--- src/rtl/keypad_emulator.sv ---
// Keypad emulator: answers a 4x4 column scan by closing one switch contact.
// Optional contact chatter model is enabled by defining KEYPAD_BOUNCE_EN.
module keypad_emulator #(
   parameter int unsigned HOLD_CYCLES   = 2000,
   parameter int unsigned GAP_CYCLES    = 2000,
   parameter bit          ACTIVE_LOW    = 1'b0,
   parameter int unsigned BOUNCE_CYCLES = 64
) (
   input  logic       clk,
   input  logic       rst_n,
   input  logic       key_valid,
   input  logic [3:0] key_code,
   output logic       key_ready,
   input  logic       abort,
   input  logic [3:0] col_in,
   output logic [3:0] row_out,
   output logic       busy,
   output logic       done
);

   localparam logic [23:0] HOLD_M1 = 24'(HOLD_CYCLES - 1);
   localparam logic [23:0] GAP_M1  = 24'(GAP_CYCLES - 1);

   if (BOUNCE_CYCLES >= HOLD_CYCLES || BOUNCE_CYCLES >= GAP_CYCLES) begin : g_bad_bounce
      $error("BOUNCE_CYCLES must be below HOLD_CYCLES and GAP_CYCLES");
   end

   typedef enum logic [1:0] {
      S_IDLE,
      S_PRESS,
      S_RELEASE
   } state_t;

   state_t      r_state;
   state_t      w_next;
   logic [23:0] r_cnt;
   logic [23:0] w_cnt_nx;
   logic [1:0]  r_row;
   logic [1:0]  r_col;
   logic [1:0]  w_row_dec;
   logic [1:0]  w_col_dec;
   logic        r_ready;
   logic        r_busy;
   logic        w_accept;
   logic        w_contact;
   logic [3:0]  w_col;
   logic [3:0]  w_row;

   // Switch matrix layout: row-major, four keys per row
   always_comb begin
      w_row_dec = 2'd0;
      w_col_dec = 2'd0;
      case (key_code)
         4'h1: begin w_row_dec = 2'd0; w_col_dec = 2'd0; end
         4'h2: begin w_row_dec = 2'd0; w_col_dec = 2'd1; end
         4'h3: begin w_row_dec = 2'd0; w_col_dec = 2'd2; end
         4'hA: begin w_row_dec = 2'd0; w_col_dec = 2'd3; end
         4'h4: begin w_row_dec = 2'd1; w_col_dec = 2'd0; end
         4'h5: begin w_row_dec = 2'd1; w_col_dec = 2'd1; end
         4'h6: begin w_row_dec = 2'd1; w_col_dec = 2'd2; end
         4'hB: begin w_row_dec = 2'd1; w_col_dec = 2'd3; end
         4'h7: begin w_row_dec = 2'd2; w_col_dec = 2'd0; end
         4'h8: begin w_row_dec = 2'd2; w_col_dec = 2'd1; end
         4'h9: begin w_row_dec = 2'd2; w_col_dec = 2'd2; end
         4'hC: begin w_row_dec = 2'd2; w_col_dec = 2'd3; end
         4'hF: begin w_row_dec = 2'd3; w_col_dec = 2'd0; end
         4'h0: begin w_row_dec = 2'd3; w_col_dec = 2'd1; end
         4'hE: begin w_row_dec = 2'd3; w_col_dec = 2'd2; end
         default: begin w_row_dec = 2'd3; w_col_dec = 2'd3; end
      endcase
   end

   assign w_accept = (r_state == S_IDLE) && key_valid && r_ready;

   always_comb begin
      w_next   = r_state;
      w_cnt_nx = r_cnt;
      unique case (r_state)
         S_IDLE: begin
            if (w_accept) begin
               w_next   = S_PRESS;
               w_cnt_nx = HOLD_M1;
            end
         end
         S_PRESS: begin
            if (r_cnt == 24'd0 || abort) begin
               w_next   = S_RELEASE;
               w_cnt_nx = GAP_M1;
            end else begin
               w_cnt_nx = r_cnt - 24'd1;
            end
         end
         S_RELEASE: begin
            if (r_cnt == 24'd0) begin
               w_next = S_IDLE;
            end else begin
               w_cnt_nx = r_cnt - 24'd1;
            end
         end
         default: w_next = S_IDLE;
      endcase
   end

   always_ff @(posedge clk or negedge rst_n) begin
      if (!rst_n) begin
         r_state <= S_IDLE;
         r_cnt   <= 24'd0;
         r_row   <= 2'd0;
         r_col   <= 2'd0;
         r_ready <= 1'b0;
         r_busy  <= 1'b0;
      end else begin
         r_state <= w_next;
         r_cnt   <= w_cnt_nx;
         r_ready <= (w_next == S_IDLE);
         r_busy  <= (w_next != S_IDLE);
         if (w_accept) begin
            r_row <= w_row_dec;
            r_col <= w_col_dec;
         end
      end
   end

`ifdef KEYPAD_BOUNCE_EN
   localparam logic [23:0] HOLD_WIN = 24'(HOLD_CYCLES - BOUNCE_CYCLES);
   localparam logic [23:0] GAP_WIN  = 24'(GAP_CYCLES - BOUNCE_CYCLES);

   logic [15:0] r_lfsr;
   logic        w_fb;
   logic        w_win;

   assign w_fb = r_lfsr[15] ^ r_lfsr[13] ^ r_lfsr[12] ^ r_lfsr[10];

   always_ff @(posedge clk or negedge rst_n) begin
      if (!rst_n) begin
         r_lfsr <= 16'hACE1;
      end else begin
         r_lfsr <= {r_lfsr[14:0], w_fb};
      end
   end

   // Counter runs down, so the opening cycles of a phase sit at the top
   assign w_win = ((r_state == S_PRESS) && (r_cnt >= HOLD_WIN)) ||
                  ((r_state == S_RELEASE) && (r_cnt >= GAP_WIN));
   assign w_contact = w_win ? r_lfsr[0] : (r_state == S_PRESS);
`else
   assign w_contact = (r_state == S_PRESS);
`endif

   assign w_col = ACTIVE_LOW ? ~col_in : col_in;

   always_comb begin
      w_row = 4'h0;
      if (w_contact && w_col[r_col]) begin
         w_row[r_row] = 1'b1;
      end
   end

   assign row_out   = ACTIVE_LOW ? ~w_row : w_row;
   assign key_ready = r_ready;
   assign busy      = r_busy;
   assign done      = (r_state == S_RELEASE) && (r_cnt == 24'd0);

endmodule
--- config.mk ---
export PLATFORM = sky130hd
export DESIGN_NAME = keypad_emulator
export DESIGN_NICKNAME = d
export VERILOG_FILES = /design/src/rtl/keypad_emulator.sv
export SDC_FILE = /design/constraint.sdc
export NUM_CORES = 1
export LEC_CHECK = 0
export CAP_MARGIN = 30
export CORE_ASPECT_RATIO = 1.2
export CORE_UTILIZATION = 45
export DETAILED_ROUTE_END_ITERATION = 7
export PLACE_DENSITY = 0.67
export SLEW_MARGIN = 20
export SYNTH_ARGS = -nofsm -noshare
export SYNTH_HDL_FRONTEND = slang
export SYNTH_SLANG_ARGS = --single-unit
--- constraint.sdc ---
create_clock -name clk -period 1.98 [get_ports clk]
set_clock_uncertainty 0.05 [all_clocks]
set_input_delay 0.396 -clock clk [delete_from_list [all_inputs] [get_ports clk]]
set_output_delay 0.396 -clock clk [all_outputs]
set_load 0.005 [all_outputs]
# Yosys cells after proc, flatten, opt, wreduce, memory -nomap -nowiden
# Memory sizes are Yosys's and may differ from the RTL's. A register that Yosys moved wholly into a read port is not among the register bits.
# Cells that the tools add are included.
# totals
register_bits	28
romBits	64
elab_cells	39
n_memories	1
# classes
n_addsub	1
magnitude_cmp	3
n_eq_ne	4
n_mux	13
n_reduce_logical	13
# mem_list
memory	words	word_bits	read_ports	rd_clocked_by_memory_dff	write_ports	line_no	source
(no name shown)	16	4	1	1	0	53	case (key_code)
# ops
operator	n
two-way mux 24 bit	3
one-hot mux 24 bit (3 select lines)	1
logical NOT 24 bit	1
subtractor 24 x 1 -> 24 bit, second input constant	1
< comparator 2 x 3 -> 1 bit, second input constant	2
two-way mux 2 bit	3
one-hot mux 2 bit (3 select lines)	1
logical AND 1 bit	5
logical NOT 2 bit	2
two-way mux 4 bit	1
!= test 2 bit, second input constant	2
AND reduction 3 bit	1
nonzero test 3 bit	1
binary-select mux 1 bit (select 2 bit)	1
demux 1 bit (select 2 bit)	1
== test 2 x 1 -> 1 bit, second input constant	1
== test 2 bit, second input constant	1
>= comparator 2 x 1 -> 1 bit, second input constant	1
two-way mux 1 bit	2
nonzero test 2 bit	1
logical NOT 1 bit	1
logical OR 1 bit	1

# Longest topological paths before layout
# Gate-level depths: netlist of the first run.
# logic_depth
depth_word	6
ltp_mapped	9
mapped_depth_nobuf	7

# Worst setup path after synthesis of the first run
# Ideal clock, no wire load.
# synth_timing
kind	register to register
startpoint	register r_state[1]
endpoint	register r_cnt[22]
arrival_time_ps	1761
setup_slack_ps	45
path_stages_with_launch	10
n_path_buf	2
synth_period_minus_slack_ps	1935
cell_sequence	dfrtp_1 > inv_1 > ha_1 > buf_2 > nor2_1 > o21ai_0 > o21a_1 > clkbuf_1 > o21ai_1 > mux2_2
# synth_between
elab_chain_cells	5
# synth_rtl
item	line_no	source
start: declaration	34	state_t r_state;
start signal: assignment	113	r_state <= w_next;
logical NOT 2 bit	73, 78	
logical AND 1 bit (2 in series)	73	assign w_accept = (r_state == S_IDLE) && key_valid && r_ready;
!= test 2 bit (no line)	--	
AND reduction 3 bit (no line)	--	
end signal: assignment	114	r_cnt <= w_cnt_nx;
end: declaration	36	logic [23:0] r_cnt;
# Parallel ways exist; a longest one is shown, timed or not.
# A chain may end at the register's enable or synchronous reset.

# Worst setup path in the final report of the first run
# layout_timing
startpoint	register r_cnt[22]
endpoint	output done
# layout_between
elab_chain_cells	2
# layout_rtl
item	line_no	source
logical NOT 24 bit	162	assign done = (r_state == S_RELEASE) && (r_cnt == 24'd0);
logical AND 1 bit	162	
end: declaration	18	output logic done
# Every way passes these cells.

==> metrics, run 1 <==
antenna-violating nets left 0; layout cell share with drive strength beyond 1 0.433; Period Utilization, post-route 1.10; CP Launch Type register; Rows 27; failing checks setup timing; I/O Buffers 18; status finished, violations left; flops & latches, synth 32; critical path required time 1.53 ns; Final HPWL DP 4040 um; worst-case vdd ir drop 0.719 mV; Sink Count 32; clk slew on worst S/H paths 0.07 ns; Synth Flop Type dfrtp_1; Power, Total 3.71 mW; DRT Pass-1 Iters 4; main area contributors after synthesis dfrtp_1 (38%), a21o_1 (4.9%), o21ai_0 (4.5%); Post-Syn Area 2120 um^2; Synth async-reset ratio 1.00; final core occ 0.709; top-count cell post-synth dfrtp_1; area of the multi-input gates 1490 um^2; first-pass GRT wire length 9590 um; normalized max-slew margin 0.719; DR DRC count 0; CTS tree yes; GRT Resource Usage Total 0.247; critical path class register to primary output; Root Driver clkbuf_8; CP Capture Type primary output; Die Wd 64.7 um; wire per inst 16.0 um; initial antenna violation count 0; clk_lat worst skew 0.29 ns; most instantiated cells after synthesis dfrtp_1 (32), o21ai_0 (19), nor2_1 (18); detailed router's first-iteration violation count 106; via count 2253; FF+latch area 802 um^2; RSZ-0062 raised after global routing yes; Leakage 1.44 nW; share of the synthesized area in the top cell type 0.377; dominant cell type by area after synthesis dfrtp_1; Starting Density 0.466; clock period minus final worst setup slack 2.18 ns; Ys Warns 0; # diodes 0; CP arrival 1.74 ns; Max Slew Vio Count 0; cell count of the worst reg-to-reg path 7; final setup vio count 9; Routed WL 6180 um; Max Buffers Root-to-Sink 2; core area 4560 um^2; GR Overflow Total 0; PwrDens 1150 nW/um^2; Tightest Pin Transition 0.422 ns; number of vias per cell 5.84; die height 77.3 um; Syn Inst Count 238; syn avg cell area 8.93 um^2; full die area 5000 um^2; fmax 0.458 GHz; Final nets 345; Worst Hold Class register to register; Hold Path Depth 2; H-tree depth 2; Final GP Congestion 0.869; Synthesized Nets 256; Fin Hold WS 0.465 ns; # fillers 342; number of max-cap violations 0; number of flops mapped to enable cells by yosys 0; worst-path fanout max 2; synthesis-to-layout area growth 52.2%; vias in the first global route 2099; sequential area share after synthesis 0.377; final setup margin -0.201 ns; Cell variety after synth 50; number of buffers created by CTS 5; IO Pins 19; Finished Layout Cells 386; final hold violations 0; dpl cells 365; largest net degree at the start of global routing 33
worst max-delay path, stage by stage, from the launching register on:
cell	delay, ns
dfrtp_1	0.39
or4_4	0.55
nor2_4	0.10
and3_4	0.19
and2_4	0.13
buf_6	0.08
power breakdown:
group / total, mW / leakage (nW) / internal, mW / switching, mW
clock: 0.518 / 0.0510 / 0.277 / 0.241
sequential: 0.969 / 0.407 / 0.827 / 0.142
combinational: 2.22 / 0.986 / 1.14 / 1.09
total: 3.71 / 1.44 / 2.24 / 1.47
sequential cells by signal, indices dropped and copies added (netlist names):
register / cells
r_cnt: 24
r_col: 2
r_row: 2
r_state: 2
busy: 1
key_ready: 1
through the flow:
step / worst slack, ns / setup TNS [ns] / instance area [um^2]
3_3_place_gp: -0.375 / -2.79 / 2780
5_1_grt: -0.253 / -1.56 / 3230
3_5_place_dp: -0.396 / -3.26 / 2780
4_1_cts: -0.209 / -1.19 / 2920
6_report: -0.201 / -0.384 / 3230
2_1_floorplan: 0.0447 / 0 / 2120
logic make-up (layout without fill, tap and decap cells):
group / Yosys count / count (layout) / share of synthesized area
and+or+nand+nor: 97 / 97 / 0.270
muxes: 4 / 4 / 0.0265
DFF: 32 / 32 / 0.377
buffers and inverters: 16 / 105 / 0.0383
AOI/OAI and AO/OA: 83 / 84 / 0.253
adders and majority gates: 6 / 6 / 0.0353
layer usage:
| layer | vias to the layer above | GRT usage | share of wire |
|---|---|---|---|
| met4 | 0 | 0.0911 | 0.020 |
| met3 | 12 | 0.0402 | 0.039 |
| met2 | 65 | 0.419 | 0.53 |
| met5 | - | 0 | 0 |
| met1 | 1094 | 0.310 | 0.41 |
| li1 | 1082 | - | - |
area by class of cell:
class | count | area share
inverters | 6 | 0.00696
clock buffers | 6 | 0.0255
multi-input cells | 191 | 0.461
clock inverters | 2 | 0.00309
repair buffers | 91 | 0.233
flip-flops and latches | 32 | 0.248
well taps | 58 | 0.0224
repair_timing:
action | CTS | global route
cloned | 0 | 2
hold buffers | 0 | 0
setup buffers | 1 | 10
resized for setup | 41 | 55
endpoints found under the setup margin | 27 | 27
pin swaps | 6 | 21
final timing paths:
kind / start / end / slack (ns)
min reg2reg: r_col[1] / r_col[1] / 0.46
max in group asynchronous: rst_n / r_state[0] / 1.09
min: r_col[1] / r_col[1] / 0.46
max reg2reg: r_cnt[22] / r_cnt[4] / -0.05
min in group asynchronous: rst_n / r_col[0] / 0.47
max: r_cnt[22] / done / -0.20
cell usage in the layout (no fill, tap or decap), drive strengths merged, types with 2 or more instances in the layout:
master,netlist,routed
a21boi,3,3
a21o,14,15
a21oi,8,8
a22o,6,6
a22oi,2,2
a31oi,4,4
and2,3,3
and3,2,2
and4,3,3
buf,5,78
clkbuf,5,6
clkdlybuf4s50,0,9
clkinv,0,2
dfrtp,32,32
dlygate4sd2,0,4
ha,6,6
inv,6,6
mux2,3,3
nand2,10,10
nand2b,4,4
nand3,5,5
nand4,6,6
nor2,19,19
nor2b,5,5
nor3,13,13
nor3b,4,4
nor4,10,10
o211ai,4,4
o21a,3,3
o21ai,31,31
or2,3,3
or3,4,4
or4,2,2
No activity file was read; power rests on OpenSTA's default activity.
==> run 2, diff against run 1 <==
DONT_BUFFER_PORTS = 1   (was not set)
PLACE_DENSITY = not set   (was 0.67)
==> run 2 against run 1 <==
The run still ends with setup timing left. Global-route usage increased by 0.37 points. Worst setup slack gained 0.034 ns. First-iteration DRC count is 18% higher. Worst hold slack lost 0.21 ns. Sequential cell count is the same. Via count shrank 2.7%. Count of clock-buffer cells in the layout is 1 higher. Routed wire length grew 2.0%. Utilization is 1.6 points lower. Sequential share of layout area is 0.56 points higher. Largest cell class unchanged. Cell count fell by 3.4%.
==> metrics, run 2 (synthesized netlist as in run 1, its figures left out) <==
status finished, violations left; failing checks setup timing; worst-path fanout max 3 (+1); full die area 5000 um^2 (unchanged); post-placement cell area 2560 um^2 (-7.9%); RSZ-0062 raised after global routing yes; critical path required time 1.53 ns (about the same); DR DRC count 0 (unchanged); initial antenna violation count 0 (unchanged); via count 2192 (-2.7%); Largest Register r_cnt; Sink Count 32 (unchanged); area of the multi-input gates 1480 um^2 (-0.92%); Tightest Pin Transition 0.318 ns (-0.104 ns); GR Overflow Total 0 (unchanged); commonest non-fill, non-tap cell in the layout buf_4; Rows 27 (unchanged); GRT Resource Usage Total 0.251 (+0.00371); Max Slew Vio Count 0 (unchanged); layout cell share with drive strength beyond 1 0.438 (+0.00517); FF+latch area 802 um^2 (unchanged); wire per inst 16.9 um (+5.6%); normalized max-slew margin 0.786 (+0.0671); dpl cells 340 (-6.8%); # fillers 376 (+9.9%); IO Pins 19 (unchanged); die height 77.3 um (unchanged); number of max-cap violations 0 (unchanged); Finished Layout Cells 373 (-3.4%); DRT Pass-1 Iters 4 (unchanged); Final GP Congestion 0.916 (+5.4%); CP top delay family simple AND/OR/NAND/NOR gates; Critical-path top delay cell or4_4; final core occ 0.694 (-0.0156); final setup margin -0.167 ns (+0.0339 ns); Final HPWL DP 3900 um (-3.5%); CP arrival 1.70 ns (-0.04 ns); clk_lat worst skew 0.29 ns (about the same); setup TNS -0.627 ns (-0.243 ns); Die Wd 64.7 um (unchanged); H-tree depth 2 (unchanged); Max Buffers Root-to-Sink 2 (unchanged); Worst Hold Class input port to register; critical path class register to primary output; PwrDens 1200 nW/um^2 (+4.7%); # diodes 0 (unchanged); Root Driver clkbuf_8; fmax 0.466 GHz (+1.6%); final instance area 3160 um^2 (-2.2%); detailed router's first-iteration violation count 125 (+18%); max FFs per register 24 (unchanged); vias in the first global route 2067 (-1.5%); most frequent cells in the layout buf_4 (69), dfrtp_1 (31), nor2_1 (17), o21ai_0 (14), a21o_1 (13); Final nets 332 (-3.8%); number of buffers created by CTS 5 (unchanged); Starting Density 0.466 (unchanged); I/O Buffers 0 (-18); final setup vio count 14 (+5); core area 4560 um^2 (unchanged); CP Capture Type primary output; Routed WL 6300 um (+2.0%); CP Launch Type register; largest net degree at the start of global routing 33 (unchanged); antenna-violating nets left 0 (unchanged); clock period minus final worst setup slack 2.15 ns (-0.0339 ns); Power, Total 3.80 mW (+2.4%); CP Cell Sequence or4_4 > nor2_4 > and3_4 > and2_4; slowest stage delay, CP 0.53 ns (-0.02 ns); final hold violations 0 (unchanged); CTS tree yes; number of vias per cell 5.88 (+0.68%); Period Utilization, post-route 1.08 (-0.0171); clk slew on worst S/H paths 0.07 ns (about the same); worst-case vdd ir drop 0.663 mV (-7.9%); Leakage 1.40 nW (-3.0%); CP bufs+invs 0 (-1); first-pass GRT wire length 9610 um (+0.21%); synthesis-to-layout area growth 48.9%
[run 2: final timing paths]
path,startpoint,endpoint,slack [ns],cells after the start
worst min-delay path,key_code[3],r_row[1],0.26,2
worst min register to register,r_col[1],r_col[1],0.47,2
max in group asynchronous,rst_n,r_state[0],1.19,2
worst max register to register,r_cnt[21],r_cnt[21],-0.06,6
min in group asynchronous,rst_n,r_cnt[13],0.50,2
worst max-delay path,r_cnt[21],done,-0.17,4
[run 2: timing repair]
item | in CTS | in global routing
hold buffers | 2 | 0
pin swaps | 5 | 22
gates cloned | 0 | 1
hold endpoints to repair | 32 | 0
endpoints found under the setup margin | 22 | 26
gates resized for setup | 10 | 53
setup buffers | 10 | 13
[run 2: final cells by class]
class | instances | share of cell area
Multi-Input combinational cell | 190 | 0.467
Sequential cell | 32 | 0.254
Timing Repair Buffer | 79 | 0.209
Clock buffer | 7 | 0.0305
Tap cell | 58 | 0.0229
Clock inverter | 1 | 0.00949
Inverter | 6 | 0.00791
[run 2: layer usage]
layer | track usage | part of all wire | vias up
li1 | - | - | 1056
met2 | 0.413 | 0.53 | 55
met1 | 0.317 | 0.41 | 1069
met3 | 0.0551 | 0.039 | 12
met5 | 0 | 0 | -
met4 | 0.0911 | 0.021 | 0
[run 2: report_power, final]
| part | internal, mW | switching, mW | total, mW |
|---|---|---|---|
| registers | 0.827 | 0.189 | 1.02 |
| logic | 1.07 | 1.00 | 2.08 |
| clock network | 0.444 | 0.265 | 0.710 |
| total | 2.34 | 1.46 | 3.80 |
[run 2: stage by stage]
step / hold slack, ns / setup WS (ns)
finish: 0.259 / -0.167
global route: 0.304 / -0.201
CTS: 0.261 / -0.156
detailed placement: 0.0517 / -0.0891
global placement: 0.0516 / -0.0571
floorplan: 0.0504 / 0.0447
==> run 3, diff against run 2 <==
CTS_CLUSTER_DIAMETER = 60   (was not set)
==> results of run 3 <==
The final DEF is identical to that of run 2; final timing and power are the same.
